==> src/rtl/scan_pkg.sv <==
// scan_pkg: shared state type and word-count helper for scan_fifo_drain
package scan_pkg;
   typedef enum logic [2:0] {IDLE, POP, LOAD, SHIFT, DONE} drain_state_t;
   function automatic int word_count(input int chain_len, input int width);
      return (chain_len + width - 1) / width;
   endfunction
endpackage

==> src/rtl/scan_word_shreg.sv <==
// scan_word_shreg: word shift register, LSB first, with remaining-bit counter
module scan_word_shreg #(
   parameter int WIDTH = 32,
   localparam int WW = $clog2(WIDTH + 1)
) (
   input  logic             clk,
   input  logic             rst,
   input  logic             load,
   input  logic             shift,
   input  logic [WIDTH-1:0] data,
   input  logic [WW-1:0]    load_bits,
   output logic             bit0,
   output logic             last
);
   logic [WIDTH-1:0] shreg;
   logic [WW-1:0]    word_bits;
   always_ff @(posedge clk)
      if (rst) begin
         shreg <= '0;
         word_bits <= '0;
      end else if (load) begin
         shreg <= data;
         word_bits <= load_bits;
      end else if (shift) begin
         shreg <= shreg >> 1;
         word_bits <= word_bits - 1'b1;
      end
   assign bit0 = shreg[0];
   assign last = word_bits == WW'(1);
endmodule

==> src/rtl/scan_fifo_drain.sv <==
// scan_fifo_drain: pops FIFO words and shifts CHAIN_LEN bits LSB-first onto a scan chain
// Optional parity output enabled by SCAN_FIFO_DRAIN_PARITY_EN.
module scan_fifo_drain
   import scan_pkg::*;
#(
   parameter int WIDTH = 32,
   parameter int CHAIN_LEN = 100
) (
   input  logic             clk,
   input  logic             rst,
   input  logic             start,
   input  logic             fifo_empty,
   output logic             fifo_read,
   input  logic [WIDTH-1:0] fifo_data,
   output logic             scan_out,
   output logic             scan_enable,
   output logic             busy,
   output logic             done
`ifdef SCAN_FIFO_DRAIN_PARITY_EN
   ,
   output logic             parity
`endif
);
   localparam int BW = $clog2(CHAIN_LEN + 1);
   localparam int WW = $clog2(WIDTH + 1);
   drain_state_t  state;
   logic [BW-1:0] bits_left;
   logic [WW-1:0] load_bits;
   logic          bit0, last;
   assign load_bits = (int'(bits_left) >= WIDTH) ? WW'(WIDTH) : WW'(bits_left);
   scan_word_shreg #(.WIDTH(WIDTH)) u_shreg (
      .clk      (clk),
      .rst      (rst),
      .load     (state == LOAD),
      .shift    (state == SHIFT),
      .data     (fifo_data),
      .load_bits(load_bits),
      .bit0     (bit0),
      .last     (last)
   );
   always_ff @(posedge clk)
      if (rst) begin
         state <= IDLE;
         bits_left <= '0;
      end else
         case (state)
            IDLE: if (start) begin
               bits_left <= BW'(CHAIN_LEN);
               state <= POP;
            end
            POP: if (!fifo_empty) state <= LOAD;
            LOAD: state <= SHIFT;
            SHIFT: begin
               bits_left <= bits_left - 1'b1;
               if (last) state <= (bits_left == BW'(1)) ? DONE : POP;
            end
            default: state <= IDLE;
         endcase
   // scan_out is gated so stale upper bits of a partial word never leak out
   always_comb begin
      fifo_read = (state == POP) && !fifo_empty;
      scan_enable = state == SHIFT;
      scan_out = (state == SHIFT) && bit0;
      busy = state != IDLE;
      done = state == DONE;
   end
`ifdef SCAN_FIFO_DRAIN_PARITY_EN
   always_ff @(posedge clk)
      if (rst) parity <= 1'b0;
      else if (state == IDLE && start) parity <= 1'b0;
      else if (state == SHIFT) parity <= parity ^ bit0;
`endif
endmodule

==> config.mk <==
export PLATFORM = sky130hd
export DESIGN_NAME = scan_fifo_drain
export DESIGN_NICKNAME = d
export VERILOG_FILES = /design/src/rtl/scan_pkg.sv /design/src/rtl/scan_word_shreg.sv /design/src/rtl/scan_fifo_drain.sv
export SDC_FILE = /design/constraint.sdc
export NUM_CORES = 1
export LEC_CHECK = 0
export CAP_MARGIN = 10
export CORE_ASPECT_RATIO = 1.4
export CORE_MARGIN = 5
export CORE_UTILIZATION = 40
export DETAILED_ROUTE_END_ITERATION = 7
export RECOVER_POWER = 50
export SYNTH_ARGS = -nofsm -noshare
export SYNTH_HDL_FRONTEND = slang
export SYNTH_SLANG_ARGS = --single-unit
==> constraint.sdc <==
create_clock -name clk -period 2.41 [get_ports clk]
set_input_delay 0.3615 -clock clk [delete_from_list [all_inputs] [get_ports clk]]
set_output_delay 0.3615 -clock clk [all_outputs]
set_load 0.02 [all_outputs]
==> results of run 1 <==
==> cells by family (layout without fill, tap and decap cells) <==
kind of cell | after synthesis | in the layout | share of synthesized area, %
and+or+nand+nor | 76 | 76 | 17.8
buffers and inverters | 30 | 64 | 6.28
DFF | 48 | 48 | 40.5
muxes | 33 | 33 | 14.0
adders and majority gates | 5 | 5 | 2.64
AOI/OAI and AO/OA | 62 | 62 | 18.7
==> stage by stage <==
step	power, mW	instance area, um^2	utilization [%]	std cells
after global routing	1.80	2870	49.3	358
after CTS	1.74	2890	49.6	358
after detailed placement	1.24	2800	48.1	350
after floorplan	1.13	2370	-	254
after global placement	1.24	2800	48.1	350
final	1.71	2870	49.3	358
==> cell usage in the layout, fill, tap and decap left out, types with 3 or more instances in the layout <==
master	Yosys	final
nand2b_1	4	4
nor2b_1	3	3
nor4b_1	3	3
dfxtp_1	48	48
or4_1	3	3
a211oi_1	32	32
clkbuf_8	0	6
clkbuf_2	0	3
a311oi_1	5	5
a21oi_1	11	11
buf_4	1	4
nand3_1	3	3
mux2i_1	32	32
inv_1	8	8
nor3_1	3	3
clkdlybuf4s50_1	0	39
nor2_1	35	35
ha_1	5	5
==> flip-flops by register name, summed over array words and instances (netlist names) <==
| register | cells |
|---|---|
| state | 3 |
| u_shreg.word_bits | 6 |
| bits_left | 7 |
| u_shreg.shreg | 32 |
==> area by class of cell <==
cell class / instances / area share [%]
Multi-Input combinational cell: 176 / 43.9
Sequential cell: 48 / 33.4
Timing Repair Buffer: 47 / 15.3
Clock buffer: 8 / 3.14
Tap cell: 70 / 3.05
Inverter: 9 / 1.18
==> Yosys cell counts, types with 3 or more instances <==
cell type / number / area (um^2)
dfxtp_1: 48 / 961
nor2_1: 35 / 131
or4_1: 3 / 22.5
mux2i_1: 32 / 320
nor2b_1: 3 / 18.8
buf_2: 4 / 20.0
nor4b_1: 3 / 26.3
ha_1: 5 / 62.6
a311oi_1: 5 / 43.8
nor3_1: 3 / 15.0
a21oi_1: 11 / 55.1
a211oi_1: 32 / 240
inv_1: 8 / 30.0
clkbuf_1: 12 / 45.0
nand3_1: 3 / 15.0
nand2b_1: 4 / 25.0
==> routing by layer <==
metal,up-vias,global-route usage (%),share of wire [%]
li1,1007,-,-
met1,936,18.6,44
met2,35,25.2,52
met3,6,2.79,3.4
met4,0,4.93,1.5
met5,-,0,0
==> how the worst max path moves through the flow <==
stage,start,to,slack (ns),cells after the start
2_1_floorplan,state[0],fifo_read,0.66,3
3_3_place_gp,fifo_empty,fifo_read,0.45,3
3_5_place_dp,fifo_empty,fifo_read,0.39,3
4_1_cts,state[2],scan_out,0.19,4
5_1_grt,state[0],scan_out,0.08,4
6_report,state[0],scan_out,0.21,4
==> where the power goes <==
group	total [mW]	internal (mW)	leakage (nW)	switching (mW)
combinational	0.332	0.171	0.565	0.161
sequential	0.885	0.847	0.392	0.0389
clock	0.494	0.235	0.0455	0.259
==> worst max-delay path: stages (launching register included) <==
cell and delay [ns]:
dfxtp_1 0.38, nand3b_1 0.21, inv_2 0.19, and2_1 0.16, clkdlybuf4s50_1 0.61
==> reports/results.ini, run 1 <==
[status]
status=finished clean

[sta]
post-route-period-util_pct=91.2
worstMarginPinSlew_ns=0.937
max_freq_mhz=455
relSlewSlack_pct=37.5
fin_hold_ws_ns=0.467
hold_viol_final=0
skew_ns=0.00358
finalMaxSlewViolations=0
period_needed_ns=2.20
worst_slack_ns=0.211
rsz0062_at_grt=false
setup_violations=0
finalSetupTns_ns=0

[logic_synthesis]
avgSynthCellArea_um2=9.33
ys_seq_area_share_pct=40.5
syn_area_mm2=0.00237
synth_cell_types=50
ys_ff_latch=48
ys_warn_count=0
ys_async_sr_fraction_pct=0
synth-edff-count=0
synth_cells=254
synth_nets=295
synth-main-ff-cell=dfxtp_1

[power_and_ir_drop]
powerDensity_mw_per_mm2=596
ir_drop_uv=376
p_leak_nw=1.00

[floorplanning]
fp-row-count=33
start_util_pct=40.7
die_w_um=75.1
coreArea_mm2=0.00582
die_area_mm2=0.00759
io_pins=41
die_y_um=101

[clocking]
post-cts-setup-buffers=0
clk_path_buf_depth=2
clk_pin_slew_ns=0.09
cts_tree=done
root_buffer=clkbuf_8
cts_buffers=5
cts_resized=0
hold_buffers=0
numClockSinks=48
clkLatencyLatePin_ns=0.29
h-tree-depth=2

[detailed_routing]
wl_per_cell_um=14.6
detail-route-antenna-nets=0
drc=0
viasPerCell=5.54
first_pass_iters=4
routed_wl_um=5220
vias=1984
drtIter0Drc=78

[place]
dp_slack_ns=0.389
dp_hpwl_um=3680
io_buffers=40
routabilityCongestion=0.776

[worst_setup_path]
end_kind=primary output
ff2ff_path_depth=4
cp_max_fo=8
critical_path_required_ns=2.05
path_class=flip-flop to primary output
timing.reg2reg.setup_slack_ns=0.34
cp.arrival_ns=1.84
critPathLaunchType=flip-flop
timing.rr.end=state[1]
r2r-start=state[0]

[global_routing]
grt_start_max_net_pins=36
grt_usage_pct=14.9
grt_pass1_wl_um=8960
grt_pass1_vias=1950
antenna_found_initial=0
grt_overflow_total=0

[hold_path]
hold_end=u_shreg.shreg[31]
hp-class=flip-flop to flip-flop
min-delay-start=u_shreg.shreg[31]
holdPathStages=2

[layout]
n_fill_cell=581
area_growth_pct=21.2
layout.nets=328
seq_area_um2=961
antenna_cells=0
drive_above_1_share_pct=7.29
multi_input_area_mm2=0.00126

[flow_run]
drv_cap=0

(Power assumes the default switching activity.)
==> run 2: changes to the inputs <==
- GPL_TIMING_DRIVEN: default -> 0
==> reports/results.ini, run 2 (synthesized netlist as in run 1, its figures left out) <==
[status]
status=finished clean

[sta]
relSlewSlack_pct=58.9
skew_ns=0.00603
period_needed_ns=2.30
rsz0062_at_grt=false
post-route-period-util_pct=95.5
worstMarginPinSlew_ns=0.608
finalMaxSlewViolations=0
hold_viol_final=0
max_freq_mhz=435
setup_violations=0
finalSetupTns_ns=0
fin_hold_ws_ns=0.479

[global_routing]
grt_start_max_net_pins=14
grt_overflow_total=0
antenna_found_initial=0
grt_pass1_vias=1957
grt_usage_pct=15.9
grt_pass1_wl_um=9430

[detailed_routing]
first_pass_iters=4
detail-route-antenna-nets=0
viasPerCell=5.49
routed_wl_um=5690
drc=0
wl_per_cell_um=15.3
drtIter0Drc=94
vias=2043

[clocking]
clk_path_buf_depth=2
hold_buffers=0
root_buffer=clkbuf_8
clk_pin_slew_ns=0.08
h-tree-depth=2
cts_tree=done
clkLatencyLatePin_ns=0.29
cts_buffers=5
numClockSinks=48

[layout]
drive_above_1_share_pct=5.96
fin_util_pct=50.2
largest_register=u_shreg.shreg
area_growth_pct=23.3
mostFrequentLayoutCells=dfxtp_1 (48), clkdlybuf4s50_1 (37), nor2_1 (35)
largest_reg_flops=32
layout.nets=343
antenna_cells=0
final_common_cell=dfxtp_1
largest_registers=u_shreg.shreg (32), bits_left (7), u_shreg.word_bits (6)

[power_and_ir_drop]
total_power_mw=1.70
p_leak_nw=1.03
powerDensity_mw_per_mm2=580
ir_drop_uv=284

[worst_setup_path]
cp.arrival_ns=1.94
slowest_delay_ns=0.54
crit_chain=buf_2 -> buf_8 -> or3_1 -> clkdlybuf4s50_1
critical_path_required_ns=2.05
cp_max_fo=10
end_kind=primary output
critPathSlowestCell=clkdlybuf4s50_1
path_class=flip-flop to primary output
critPathLaunchType=flip-flop

[floorplanning]
io_pins=41
die_area_mm2=0.00759
die_w_um=75.1
die_y_um=101
start_util_pct=40.7
coreArea_mm2=0.00582
fp-row-count=33

[place]
routabilityCongestion=0.842
io_buffers=40
dp_hpwl_um=4150

[flow_run]
drv_cap=0

[hold_path]
hp-class=flip-flop to flip-flop

run 2: timing repair:
| item | 4_1_cts | 5_1_grt |
|---|---|---|
| resized for setup | 1 | 1 |
| buffers inserted | 1 | 0 |
| endpoints found under the setup margin | 2 | 1 |
run 2: per-layer routing:
metal,wire length [um],GRT usage (%)
met1,2520,20.1
met2,2890,26.8
met3,211,2.99
met4,63,5.21
met5,0,0
run 2: final timing paths:
kind                                   startpoint           endpoint  slack [ns]  depth (start not counted)
worst min register to register  u_shreg.shreg[31]  u_shreg.shreg[31]        0.48                          2
worst max register to register           state[0]           state[1]        0.49                          4
worst min-delay path            u_shreg.shreg[31]  u_shreg.shreg[31]        0.48                          2
worst max-delay path                     state[0]               busy        0.11                          4
run 2: final cells by class:
cell class | instances | area (um^2)
fill | 597 | 2900
multi-input combinational | 176 | 1260
sequential | 48 | 961
timing repair buffer | 41 | 409
buffer | 21 | 93.8
tap | 70 | 87.6
clock buffer | 6 | 72.6
inverter | 9 | 33.8
clock inverter | 1 | 5.00
run 2: worst max-delay path, delay by kind of cell, from the launching register on:
family / cells / cell delay [ns]
flip-flops: 1 / 0.38
buffers and inverters: 3 / 0.93
AND/OR/NAND/NOR: 1 / 0.33
run 2: power by group:
| part | switching [mW] | total [mW] | internal (mW) |
|---|---|---|---|
| Sequential | 0.0383 | 0.885 | 0.847 |
| Clock | 0.264 | 0.463 | 0.198 |
| Combinational | 0.171 | 0.348 | 0.177 |
| Total | 0.474 | 1.70 | 1.22 |
run 2: stage by stage:
| stage | std cells | area, um^2 | worst slack, ns |
|---|---|---|---|
| after detailed placement | 364 | 2860 | 0.275 |
| after CTS | 372 | 2940 | 0.0324 |
| final | 372 | 2920 | 0.109 |
| after global placement | 364 | 2860 | 0.260 |
| after floorplan | 254 | 2370 | 0.657 |
| after global routing | 372 | 2920 | 0.0371 |
==> run 3: changes to the inputs <==
- HOLD_SLACK_MARGIN: default -> 0.1
- SYNTH_HIERARCHICAL: default -> 1
- clock period: 2.41 -> 2.95 ns (I/O delays scaled with it)
==> reports/results.ini, run 3 <==
[status]
status=finished clean

[sta]
period_needed_ns=2.47
relSlewSlack_pct=56.8
finalSetupTns_ns=0
finalMaxSlewViolations=0
skew_ns=0.00998
max_freq_mhz=405
rsz0062_at_grt=false
worstMarginPinSlew_ns=0.639
hold_viol_final=0
post-route-period-util_pct=83.7
setup_violations=0
fin_hold_ws_ns=0.385

[power_and_ir_drop]
powerDensity_mw_per_mm2=490
swShare_pct=23.2
total_power_mw=1.50
p_seq_share_pct=47.9
power.internal_mw=1.15
ir_drop_uv=334
p_leak_nw=1.13
clkPwrFrac_pct=36.2
combPwrFrac_pct=15.8
switchingPower_uw=347

[flow_run]
drv_cap=0

[hold_path]
hp-class=primary input to flip-flop

[place]
io_buffers=39
placed_area_mm2=0.00295
dp_hpwl_um=3750
routabilityCongestion=0.742

[worst_setup_path]
cp.arrival_ns=2.03
critPathLaunchType=flip-flop
cp_max_fo=11
end_kind=primary output
path_class=flip-flop to primary output
critical_path_required_ns=2.51

[detailed_routing]
detail-route-antenna-nets=0
first_pass_iters=4
drtIter0Drc=67
met2_wirelength_um=2560
route.met3.wl_um=193
wl_met1_um=2190
routed_wl_um=5010
drc=0
viasPerCell=5.16
vias=1908
top_layer_used=met4
wl_per_cell_um=13.5

[floorplanning]
start_util_pct=40.3
die_area_mm2=0.00787
die_y_um=103
die_w_um=76.4
fp-row-count=34
coreArea_mm2=0.00613
io_pins=41

[layout]
final_common_cell=dfxtp_1
largest_register=u_shreg/shreg
drive_above_1_share_pct=14.8
largest_reg_flops=32
area_growth_pct=23.7
fin_util_pct=49.9
n_fill_cell=614
post-route-cell-area_mm2=0.00305
largest_registers=u_shreg/shreg (32), bits_left (7), u_shreg/word_bits (6)
mostFrequentLayoutCells=dfxtp_1 (48), nor2_1 (46), clkdlybuf4s50_1 (38)
layout.nets=339
antenna_cells=0

[clocking]
clk_path_buf_depth=2
clk_pin_slew_ns=0.08
cts_resized=0
cts_tree=done
root_buffer=clkbuf_8
numClockSinks=48
hold_buffers=0
h-tree-depth=2
cts_buffers=5
post-cts-setup-buffers=0
clkLatencyLatePin_ns=0.30

[global_routing]
grt_usage_pct=12.9
grt_overflow_total=0
antenna_found_initial=0
grt_start_max_net_pins=15
grt_pass1_wl_um=8400
grt_pass1_vias=1828

[logic_synthesis]
yosys.area.top_type=dfxtp_1
syn_area_mm2=0.00247
synth_cells=252
synth-main-ff-cell=dfxtp_1
ys_async_sr_fraction_pct=0
ys_ff_latch=48
ys_seq_area_share_pct=38.9
ys_warn_count=6
synth_top_cell_area_share_pct=38.9
avgSynthCellArea_um2=9.80
synth.area.top_cells=dfxtp_1 (39%), mux2i_1 (13%), nor2_1 (7.0%)
synth-edff-count=0
synth_cell_types=45
synth_common_cells=dfxtp_1 (48), nor2_1 (46), mux2i_1 (32), a211oi_1 (17), mux2_2 (15)
synth.most_common_cell=dfxtp_1
synth_nets=293

==> run 3: cell count changes in the layout (fill, tap and decap cells not counted), sizes merged, moves of 5 or more <==
cell	delta
nor2	+11
mux2	+14
clkbuf	-9
a21oi	-5
a211oi	-14
buf	+5
==> run 3: routing by layer <==
metal | global-route usage [%] | vias up
met4 | 4.04 | 0
met1 | 14.7 | 882
li1 | - | 992
met5 | 0 | -
met3 | 2.88 | 5
met2 | 24.1 | 29
==> run 3: final cells by class <==
cell class	instances	area [um^2]	area share [%]
multi-input cells	178	1340	43.9
clock buffers	5	68.8	2.25
flip-flops and latches	48	961	31.5
plain buffers	19	118	3.85
repair buffers	39	390	12.8
well taps	72	90.1	2.95
inverters	7	26.3	0.860
clock inverters	2	60.1	1.97
==> run 3: final timing paths <==
path | end | from | cells past startpoint | slack (ns)
setup / recovery | scan_out | state[2] | 5 | 0.48
hold / removal | bits_left[4] | rst | 2 | 0.38
hold reg to reg | bits_left[1] | bits_left[1] | 2 | 0.51
setup reg to reg | u_shreg/shreg[8] | state[2] | 7 | 0.80
==> run 3: cell families after synthesis <==
logic type,after synthesis,synth area share (%)
AND/OR/NAND/NOR,86,19.9
flip-flops,48,38.9
multiplexers,47,19.8
AO/OA/AOI/OAI,37,11.8
buffers and inverters,26,6.03
adder cells (fa/ha/maj),5,2.53
XOR/XNOR,3,1.06
==> run 3: worst max-delay path: stages (launching register included) <==
cell and delay [ns]:
dfxtp_1 0.31, buf_6 0.13, nand3b_4 0.19, inv_1 0.32
and2_1 0.18, clkdlybuf4s50_1 0.60
==> run 3: power by group through the flow <==
stage / combinational (mW) / clock (mW) / sequential, mW
6_report: 0.237 / 0.542 / 0.717
4_1_cts: 0.246 / 0.558 / 0.717
2_1_floorplan: 0.162 / 0 / 0.725
3_3_place_gp: 0.243 / 0 / 0.732
5_1_grt: 0.263 / 0.584 / 0.724
3_5_place_dp: 0.245 / 0 / 0.732
==> run 3: metrics by stage <==
stage,setup WS [ns],instances
6_report,0.481,370
5_1_grt,0.385,370
4_1_cts,0.579,370
3_5_place_dp,0.653,363
3_3_place_gp,0.633,363
2_1_floorplan,1.26,252
